==> config.mk <==
export PLATFORM = sky130hd
export DESIGN_NAME = div_seq_flat
export DESIGN_NICKNAME = d
export VERILOG_FILES = /design/src/rtl/div_seq_if.sv /design/src/rtl/div_seq.sv /design/src/flat_wrapper.sv
export SDC_FILE = /design/constraint.sdc
export NUM_CORES = 1
export LEC_CHECK = 0
export CAP_MARGIN = 0
export CORE_MARGIN = 2
export CORE_UTILIZATION = 40
export CTS_CLUSTER_SIZE = 14
export DETAILED_ROUTE_END_ITERATION = 12
export PLACE_DENSITY = 0.63
export SLEW_MARGIN = 20
export SYNTH_ARGS = -nofsm -noshare
export SYNTH_HDL_FRONTEND = slang
export SYNTH_SLANG_ARGS = --single-unit
export TNS_END_PERCENT = 30
==> constraint.sdc <==
create_clock -name clk -period 3.2 [get_ports clk]
set_input_delay 0.64 -clock clk [delete_from_list [all_inputs] [get_ports clk]]
set_output_delay 0.64 -clock clk [all_outputs]
set_load 0.1 [all_outputs]
==> src/rtl/div_seq_if.sv <==
// Request/response bundle between the EX stage and the multi-cycle divider.
// The EX side drives the operands and start/annul; the divider returns result, ready and stall.
interface div_seq_if #(
  parameter int DATA_W = 32
);
  logic                  start_i;
  logic                  annul_i;
  logic                  signed_div_i;
  logic [DATA_W-1:0]     opdata1_i;
  logic [DATA_W-1:0]     opdata2_i;
  logic [2*DATA_W-1:0]   result_o;
  logic                  ready_o;
  logic                  stall_o;

  modport master (
    output start_i, annul_i, signed_div_i, opdata1_i, opdata2_i,
    input  result_o, ready_o, stall_o
  );

  modport slave (
    input  start_i, annul_i, signed_div_i, opdata1_i, opdata2_i,
    output result_o, ready_o, stall_o
  );
endinterface

==> src/rtl/div_seq.sv <==
// Restoring radix-2 divider for DIV/DIVU, one quotient bit per clock.
// Result is {remainder, quotient} for the HI:LO write path.
//
// state      | meaning
// -----------+------------------------------------------------------------
// S_FREE     | idle, waiting for start_i without annul_i
// S_DIVZERO  | divisor was zero; result is forced to zero
// S_ON       | iterating, cnt counts completed quotient bits
// S_END      | result valid, held until start_i drops
module div_seq #(
  parameter int DATA_W = 32,
  parameter int CNT_W  = 6
) (
  input logic      clk,
  input logic      rst,
  div_seq_if.slave bus
);

  typedef enum logic [1:0] {
    S_FREE    = 2'd0,
    S_DIVZERO = 2'd1,
    S_ON      = 2'd2,
    S_END     = 2'd3
  } state_t;

  localparam logic [CNT_W-1:0] CNT_DONE = CNT_W'(DATA_W);

  state_t                state_q, state_d;
  logic [CNT_W-1:0]      cnt_q, cnt_d;
  logic [2*DATA_W:0]     dividend_q, dividend_d;
  logic [DATA_W-1:0]     divisor_q, divisor_d;
  logic                  sgn_q, sgn_d;
  logic                  neg1_q, neg1_d;
  logic                  neg2_q, neg2_d;
  logic [2*DATA_W-1:0]   result_q, result_d;
  logic                  ready_q, ready_d;

  logic [DATA_W:0]       tmp;
  logic [DATA_W-1:0]     quo;
  logic [DATA_W-1:0]     rem;
  logic [DATA_W-1:0]     op1_abs;
  logic [DATA_W-1:0]     op2_abs;

  always_ff @(posedge clk or negedge rst) begin
    if (!rst) begin
      state_q    <= S_FREE;
      cnt_q      <= '0;
      dividend_q <= '0;
      divisor_q  <= '0;
      sgn_q      <= 1'b0;
      neg1_q     <= 1'b0;
      neg2_q     <= 1'b0;
      result_q   <= '0;
      ready_q    <= 1'b0;
    end else begin
      state_q    <= state_d;
      cnt_q      <= cnt_d;
      dividend_q <= dividend_d;
      divisor_q  <= divisor_d;
      sgn_q      <= sgn_d;
      neg1_q     <= neg1_d;
      neg2_q     <= neg2_d;
      result_q   <= result_d;
      ready_q    <= ready_d;
    end
  end

  always_comb begin
    state_d    = state_q;
    cnt_d      = cnt_q;
    dividend_d = dividend_q;
    divisor_d  = divisor_q;
    sgn_d      = sgn_q;
    neg1_d     = neg1_q;
    neg2_d     = neg2_q;
    result_d   = result_q;
    ready_d    = ready_q;

    // Trial subtraction of the divisor from the current partial remainder.
    tmp = {1'b0, dividend_q[2*DATA_W-1:DATA_W]} - {1'b0, divisor_q};

    quo = dividend_q[DATA_W-1:0];
    rem = dividend_q[2*DATA_W:DATA_W+1];
    if (sgn_q && (neg1_q ^ neg2_q)) quo = -quo;
    if (sgn_q && neg1_q)            rem = -rem;

    op1_abs = (bus.signed_div_i && bus.opdata1_i[DATA_W-1]) ? -bus.opdata1_i : bus.opdata1_i;
    op2_abs = (bus.signed_div_i && bus.opdata2_i[DATA_W-1]) ? -bus.opdata2_i : bus.opdata2_i;

    unique case (state_q)
      S_FREE: begin
        ready_d  = 1'b0;
        result_d = '0;
        if (bus.start_i && !bus.annul_i) begin
          if (bus.opdata2_i == '0) begin
            state_d = S_DIVZERO;
          end else begin
            state_d    = S_ON;
            cnt_d      = '0;
            dividend_d = {DATA_W'(0), op1_abs, 1'b0};
            divisor_d  = op2_abs;
            sgn_d      = bus.signed_div_i;
            neg1_d     = bus.opdata1_i[DATA_W-1];
            neg2_d     = bus.opdata2_i[DATA_W-1];
          end
        end
      end

      S_DIVZERO: begin
        state_d    = S_END;
        dividend_d = '0;
        result_d   = '0;
      end

      S_ON: begin
        if (bus.annul_i) begin
          state_d  = S_FREE;
          cnt_d    = '0;
          ready_d  = 1'b0;
          result_d = '0;
        end else if (cnt_q != CNT_DONE) begin
          if (tmp[DATA_W]) begin
            dividend_d = {dividend_q[2*DATA_W-1:0], 1'b0};
          end else begin
            dividend_d = {tmp[DATA_W-1:0], dividend_q[DATA_W-1:0], 1'b1};
          end
          cnt_d = cnt_q + CNT_W'(1);
        end else begin
          result_d = {rem, quo};
          ready_d  = 1'b1;
          cnt_d    = '0;
          state_d  = S_END;
        end
      end

      S_END: begin
        // A zero-divisor result only becomes ready here, one edge after DIVZERO.
        if (bus.start_i) begin
          ready_d = 1'b1;
        end else begin
          state_d  = S_FREE;
          ready_d  = 1'b0;
          result_d = '0;
        end
      end

      default: begin
        state_d = S_FREE;
      end
    endcase
  end

  assign bus.result_o = result_q;
  assign bus.ready_o  = ready_q;
  assign bus.stall_o  = bus.start_i & ~ready_q & ~bus.annul_i;

endmodule
==> src/flat_wrapper.sv <==
// flat-port wrapper written by rule: the top's interface ports become plain ports
module div_seq_flat 
#(
  parameter int DATA_W = 32,
  parameter int CNT_W  = 6
)
  (clk, rst, bus_start_i, bus_annul_i, bus_signed_div_i, bus_opdata1_i, bus_opdata2_i, bus_result_o, bus_ready_o, bus_stall_o);
  div_seq_if #(.DATA_W(DATA_W)) bus_i ();
  input logic clk;
  input logic rst;
  input wire logic [$bits(bus_i.start_i)-1:0] bus_start_i;
  input wire logic [$bits(bus_i.annul_i)-1:0] bus_annul_i;
  input wire logic [$bits(bus_i.signed_div_i)-1:0] bus_signed_div_i;
  input wire logic [$bits(bus_i.opdata1_i)-1:0] bus_opdata1_i;
  input wire logic [$bits(bus_i.opdata2_i)-1:0] bus_opdata2_i;
  output wire logic [$bits(bus_i.result_o)-1:0] bus_result_o;
  output wire logic [$bits(bus_i.ready_o)-1:0] bus_ready_o;
  output wire logic [$bits(bus_i.stall_o)-1:0] bus_stall_o;
  assign bus_i.start_i = bus_start_i;
  assign bus_i.annul_i = bus_annul_i;
  assign bus_i.signed_div_i = bus_signed_div_i;
  assign bus_i.opdata1_i = bus_opdata1_i;
  assign bus_i.opdata2_i = bus_opdata2_i;
  assign bus_result_o = bus_i.result_o;
  assign bus_ready_o = bus_i.ready_o;
  assign bus_stall_o = bus_i.stall_o;
  div_seq #(.DATA_W(DATA_W), .CNT_W(CNT_W)) u_core (.clk(clk), .rst(rst), .bus(bus_i));
endmodule
==> impl_results.md, run 1 <==
- Die Ht: 175 um
- Setup-failing EPs final: 0
- Vias in the first global route: 10,435
- Post-route DRC: 0
- Compound-gate portion of the synthesized area: 22.8%
- Largest net degree at the start of global routing: 112
- Fmax: 327 MHz
- Total GRT Usage: 22.4%
- Setup Crit Path Kind: reg2reg
- Yosys reg bits: 173
- EDFF count, synth: 0
- Clock Skews: 0.0102 ns
- Combinational family with the most area after synthesis: compound AO/OA/AOI/OAI gates
- Core area: 0.0287 mm^2
- Layout cell share with drive strength beyond 1: 16.2%
- Hold WS: 0.161 ns
- Worst-case clock buffer depth: 2
- # diodes: 0
- Worst rel slew slack: 45.7%
- Synth unique cells: 77
- DIE AREA: 0.0306 mm^2
- Post-Synth XOR/XNOR Area: 10.3%
- GR Overflow Total: 0
- PortBufs: 134
- Tcrit/Tclk final: 95.7%
- Worst VDD drop: 464 uV
- Final GP Congestion: 0.961
- DR vias: 10,817
- Synth Instances: 1,382
- Pre-antenna DRT Iters: 5
- Layout Nets: 1,709
- Mapped Area: 0.0117 mm^2
- CP Launch Type: register
- Critical Path Sink Type: register
- Final Power: 12.9 mW
- CTS Root Cell: clkbuf_16
- Fin. Hold Viols: 0
- Initial Util: 40.6%
- Htree depth: 4
- Initial antenna violation count: 0
- Area Growth Syn to Fin: 26.5%
- Drt via density: 5.43
- Post-synthesis sequential area ratio: 37.1%
- Num ports: 135
- Max-Cap Viols: 0
- CP Max Fanout: 4
- Hold Buf Count CTS: 0
- Hpwl dp: 26.3 mm
- Synth warnings: 0
- Syn avg cell area: 8.44 um^2
- Num CTS Buffers: 17
- Multiplexer area fraction after synthesis: 2.35%
- Worst-Skew Late Latency: 0.43 ns
- Adder-cell share of the synthesized area: 4.89%
- CTS tree: done
- LEAKAGE: 6.51 nW
- Row cnt: 62
- Final min period: 3.06 ns
- Detailed router's first-iteration violation count: 718
- Horiz. Die Dim: 175 um
- PD cells: 872 mW/mm^2
- Arr. time, crit path: 3.42 ns
- Routed wire per std cell: 17.0 um
- Mapped Nets: 1,496
- CTS sink cnt: 173
- Ys flop type: dfrtp_1
- Global-route wire length before repair: 55.3 mm
- Least-Margin Pin Slew: 0.815 ns
- CTS clk-pin slew, worst paths: 0.08 ns
- Status: finished clean
- Slew Limit Fails: 0
- Post-route ant nets: 0
- Worst Hold Class: in2async
- Asr flop ratio synth: 100%
- Data required, critical path: 3.55 ns
- Detailed Route WL: 33.9 mm
- Simple-gate share of the synthesized area: 18.0%
[layout make-up]
type / count / area (um^2)
Clock buffer: 19 / 443
Clock inverter: 13 / 129
Fill cell: 2747 / 13900
Inverter: 61 / 229
Multi-Input combinational cell: 1077 / 6860
Sequential cell: 173 / 4330
Tap cell: 384 / 480
Timing Repair Buffer: 265 / 2290
[per-layer routing]
layer	global-route usage (%)	vias to the layer above	wire length (um)
li1	-	5352	-
met1	33.3	5107	16700
met2	35.1	322	15000
met3	2.07	36	1670
met4	5.73	0	495
met5	0	-	0
[synthesized netlist by cell type (14+ instances only)]
library cell / number / area (um^2)
nand2_1: 197 / 739
dfrtp_1: 173 / 4330
o21ai_0: 130 / 651
a21oi_1: 81 / 405
nor2_1: 81 / 304
xor2_1: 69 / 604
xnor2_1: 68 / 596
inv_1: 60 / 225
clkbuf_1: 51 / 191
ha_1: 44 / 551
o21ai_1: 44 / 220
o31ai_1: 38 / 285
nor3_1: 34 / 170
mux2i_1: 24 / 240
nand3_1: 24 / 120
a22oi_1: 19 / 143
nor4_1: 16 / 100
a21o_1: 14 / 105
a31oi_1: 14 / 87.6
buf_2: 14 / 70.1
[state kept, by name, indices dropped and copies added (netlist names), 2 cells and up]
signal and cells:
u_core.bus.result_o 64, u_core.cnt_q 6, u_core.dividend_q 65, u_core.divisor_q 32
u_core.state_q 2
[path summary, 6_finish.rpt]
kind,start,endpoint,slack (ns),depth (start not counted)
setup reg to reg,u_core.dividend_q[32]$_DFFE_PN0P_,u_core.dividend_q[55]$_DFFE_PN0P_,0.14,13
setup / recovery,u_core.dividend_q[32]$_DFFE_PN0P_,u_core.dividend_q[55]$_DFFE_PN0P_,0.14,13
min in group clk,u_core.bus.result_o[26]$_DFFE_PN0P_,u_core.bus.result_o[26]$_DFFE_PN0P_,0.48,2
hold reg to reg,u_core.bus.result_o[26]$_DFFE_PN0P_,u_core.bus.result_o[26]$_DFFE_PN0P_,0.48,2
max in group asynchronous,rst,u_core.dividend_q[29]$_DFFE_PN0P_,2.45,2
hold / removal,rst,u_core.bus.result_o[12]$_DFFE_PN0P_,0.16,2
[power breakdown]
part,total (mW),internal (mW),switching [mW]
clock,2.08,1.11,0.971
combinational,7.41,2.52,4.89
sequential,3.37,2.80,0.568
[what timing repair did]
item,in CTS,in global routing
resized for setup,1,11
pin swaps,0,3
buffers inserted,0,3
endpoints found under the setup margin,1,70
[worst max-delay path, stage by stage (launching register included)]
cell,delay [ns]
dfrtp_1,0.34
inv_1,0.09
ha_1,0.20
fa_1,0.41
nor2b_2,0.17
o2111ai_1,0.18
buf_4,0.19
a21bo_2,0.20
a21o_1,0.24
a2111oi_1,0.38
buf_4,0.19
nor3_1,0.06
xor2_1,0.17
o211ai_1,0.16
[cells in the final DEF, fill, tap and decap left out, types with 11 or more instances in the layout]
| cell type | instances |
|---|---|
| nor2_1 | 81 |
| a31oi_1 | 14 |
| or4_1 | 12 |
| xnor2_1 | 68 |
| inv_1 | 60 |
| nand2_1 | 196 |
| nand3_1 | 24 |
| buf_4 | 187 |
| o21ai_1 | 44 |
| clkdlybuf4s50_1 | 67 |
| xor2_1 | 69 |
| mux2i_1 | 24 |
| dfrtp_1 | 173 |
| nor3_1 | 33 |
| nor2b_1 | 11 |
| clkbuf_16 | 17 |
| a21o_1 | 14 |
| a22oi_1 | 19 |
| o31ai_1 | 38 |
| o21ai_0 | 130 |
| ha_1 | 44 |
| and2_1 | 11 |
| a21oi_1 | 81 |
| nor4_1 | 16 |
[kinds of logic after synthesis]
logic type	count (synthesis)
multiplexers	27
buffers and inverters	132
flip-flops	173
XOR/XNOR	137
AND/OR/NAND/NOR	442
AO/OA/AOI/OAI	426
adder cells (fa/ha/maj)	45
[per-stage QoR]
stage | setup slack [ns] | utilization (%) | area, um^2 | TNS [ns] | std cells
4_1_cts | 0.109 | 51.2 | 14700 | 0 | 1989
6_report | 0.138 | 51.4 | 14800 | 0 | 1992
3_3_place_gp | -0.278 | 49.2 | 14100 | -15.92 | 1957
5_1_grt | -0.0229 | 51.4 | 14800 | -0.0500 | 1992
3_5_place_dp | -0.335 | 49.2 | 14100 | -21.07 | 1957
2_1_floorplan | 0.161 | - | 11700 | 0 | 1382
Power figures use the tool's default switching activity.
==> run 2: changes to the inputs <==
- SLEW_MARGIN: 20 -> unset
==> results of run 2 <==
Final layout, timing and power as in run 1 (identical DEF).
==> run 3: changes to the inputs <==
- PLACE_DENSITY: 0.63 -> 0.64
==> run 3 against run 2 <==
Register-to-register slack lost 0.05 ns. Count of clock-buffer cells in the layout stayed put. Worst hold slack better by 0.0068 ns.
==> impl_results.md, run 3 (same netlist as run 1, synthesis figures left out) <==
- PortBufs: 134 (unchanged)
- Max-Cap Viols: 0 (unchanged)
- Detailed router's first-iteration violation count: 712 (was 718)
- # diodes: 0 (unchanged)
- Tcrit/Tclk final: 97.1% (was 95.7%)
- Slew Limit Fails: 0 (unchanged)
- Htree depth: 4 (unchanged)
- Highest-delay cell along the critical path: fa_1 (unchanged)
- Hold Buf Count CTS: 0 (unchanged)
- Setup-failing EPs final: 0 (unchanged)
- Worst-Skew Late Latency: 0.44 ns (was 0.43 ns)
- Pre-antenna DRT Iters: 5 (unchanged)
- Final min period: 3.11 ns (was 3.06 ns)
- CP Launch Type: register (unchanged)
- Largest net degree at the start of global routing: 83 (was 112)
- Worst-path cell chain: inv_1 -> ha_1 -> fa_1 -> nor2b_1 -> o2111ai_1 -> buf_4 -> a21bo_2 -> a21o_1 -> a2111oi_1 -> buf_4 -> nor3_1 -> xor2_1 -> o211ai_1 (was inv_1 -> ha_1 -> fa_1 -> nor2b_2 -> o2111ai_1 -> buf_4 -> a21bo_2 -> a21o_1 -> a2111oi_1 -> buf_4 -> nor3_1 -> xor2_1 -> o211ai_1)
- Status: finished clean (unchanged)
- Highest-count cells in the layout ignoring fill and taps: buf_4, nand2_1, dfrtp_1 (was nand2_1, buf_4, dfrtp_1)
- Largest register FFs: 65 (unchanged)
- Core area: 0.0287 mm^2 (unchanged)
- Row cnt: 62 (unchanged)
- Hold WS: 0.167 ns (was 0.161 ns)
- Crit path buf inv count: 3 (unchanged)
- Fmax: 322 MHz (was 327 MHz)
- Post-route ant nets: 0 (unchanged)
- Worst R2R End: u_core.dividend_q[55]$_DFFE_PN0P_ (unchanged)
- Worst setup path endpoint: u_core.dividend_q[55]$_DFFE_PN0P_ (unchanged)
- DIE AREA: 0.0306 mm^2 (unchanged)
- Num CTS Buffers: 17 (unchanged)
- Fin. Hold Viols: 0 (unchanged)
- Worst path depth: 13 (unchanged)
- Vias in the first global route: 10,482 (was 10,435)
- CP Max Fanout: 3 (was 4)
- Layout Nets: 1,719 (was 1,709)
- Horiz. Die Dim: 175 um (unchanged)
- Crit. Startpoint: u_core.dividend_q[32]$_DFFE_PN0P_ (unchanged)
- Arr. time, crit path: 3.45 ns (was 3.42 ns)
- Worst rel slew slack: 40.9% (was 45.7%)
- Most common cell after layout, fill and taps aside: buf_4 (was nand2_1)
- Routed wire per std cell: 17.4 um (was 17.0 um)
- Total GRT Usage: 22.8% (was 22.4%)
- Max incr delay on CP: 0.41 ns (about the same)
- LEAKAGE: 6.56 nW (was 6.51 nW)
- Most used cell, CP: buf_4 (unchanged)
- Num ports: 135 (unchanged)
- Post-route DRC: 0 (unchanged)
- Area Growth Syn to Fin: 27.1% (was 26.5%)
- Setup Crit Path Kind: reg2reg (unchanged)
- CTS Root Cell: clkbuf_16 (unchanged)
- Critical Path Sink Type: register (unchanged)
- Global-route wire length before repair: 55.8 mm (was 55.3 mm)
- Die Ht: 175 um (unchanged)
- GR Overflow Total: 0 (unchanged)
- DR vias: 10,951 (was 10,817)
- RSZ-0062 raised after global routing: yes
- Hpwl dp: 26.8 mm (was 26.3 mm)
- R2r setup slk: 0.09 ns (was 0.14 ns)
- Detailed Route WL: 34.7 mm (was 33.9 mm)
- Worst VDD drop: 460 uV (was 464 uV)
- Initial antenna violation count: 0 (unchanged)
- Layout cell share with drive strength beyond 1: 16.7% (was 16.2%)
- Largest Register: u_core.dividend_q (unchanged)
- Least-Margin Pin Slew: 0.886 ns (was 0.815 ns)
- Worst Hold Class: in2async (unchanged)
- Initial Util: 40.6% (unchanged)
- CTS sink cnt: 173 (unchanged)
- Clock Skews: 0.0157 ns (was 0.0102 ns)
- Top delay family on crit path: compound AO/OA/AOI/OAI gates (unchanged)
- Data required, critical path: 3.54 ns (was 3.55 ns)
- Final GP Congestion: 0.878 (was 0.961)
- Drt via density: 5.47 (was 5.43)
- R2r worst-path depth: 13 (unchanged)
- Final Power: 13.0 mW (was 12.9 mW)
- Worst r2r src: u_core.dividend_q[32]$_DFFE_PN0P_ (unchanged)
- CTS clk-pin slew, worst paths: 0.07 ns (was 0.08 ns)
- CTS tree: done (unchanged)
- Worst-case clock buffer depth: 2 (unchanged)
- PD cells: 878 mW/mm^2 (was 872 mW/mm^2)
==> run 3: how the worst min path moves through the flow <==
stage	end	slack, ns	from	cells past startpoint
5_1_grt	u_core.bus.result_o[11]$_DFFE_PN0P_	0.20	rst	1
4_1_cts	u_core.bus.result_o[9]$_DFFE_PN0P_	0.18	rst	1
6_report	u_core.bus.result_o[9]$_DFFE_PN0P_	0.17	rst	1
2_1_floorplan	u_core.bus.ready_o$_DFFE_PN0P_	0.34	rst	0
3_3_place_gp	u_core.divisor_q[26]$_DFFE_PN0P_	0.46	u_core.divisor_q[26]$_DFFE_PN0P_	2
3_5_place_dp	u_core.bus.result_o[7]$_DFFE_PN0P_	0.47	u_core.bus.result_o[7]$_DFFE_PN0P_	2
==> run 3: final cells by class <==
cell class / instances / area [um^2]
inverter: 61 / 229
multi-input combinational: 1077 / 6850
clock buffer: 19 / 443
tap: 384 / 480
sequential: 173 / 4330
timing repair buffer: 275 / 2340
clock inverter: 13 / 156
fill: 2751 / 13900
==> run 3: metrics by stage <==
step	instances	cell area [um^2]	worst slack, ns	util [%]	TNS (ns)
CTS	1997	14700	0.0151	51.4	0
detailed placement	1965	14100	-0.308	49.3	-23.62
floorplan	1382	11700	0.161	-	0
global placement	1965	14100	-0.233	49.3	-16.97
global route	2002	14800	-0.0252	51.7	-0.0446
finish	2002	14800	0.0920	51.7	0
==> run 3: worst register-to-register path, delay by kind of cell, from the launching register on <==
| kind | cells | cell delay [ns] |
|---|---|---|
| buffers and inverters | 3 | 0.49 |
| DFF | 1 | 0.36 |
| and+or+nand+nor | 2 | 0.24 |
| adders and majority gates | 2 | 0.63 |
| AOI/OAI and AO/OA | 5 | 1.13 |
| xor gates and xnor gates | 1 | 0.17 |
==> run 3: repair_timing <==
item                                   in CTS  in global routing
buffers inserted                            0                  5
gates cloned                                0                  0
resized for setup                           1                 11
endpoints found under the hold margin       0                  0
pin swaps                                   0                  3
setup endpoints to repair                   2                100
==> run 3: per-layer routing <==
layer	GRT usage [%]	share of wire, %	wire length, um	vias to the layer above
met5	0	0	0	-
met4	5.52	1.4	485	0
met3	3.52	5.6	1960	39
met2	34.8	44	15300	314
met1	33.9	49	17000	5224
li1	-	-	-	5374
==> run 3: where the power goes <==
part / internal (mW) / switching (mW)
Combinational: 2.56 / 4.92
Clock: 1.19 / 0.974
Sequential: 2.80 / 0.559
Total: 6.56 / 6.46
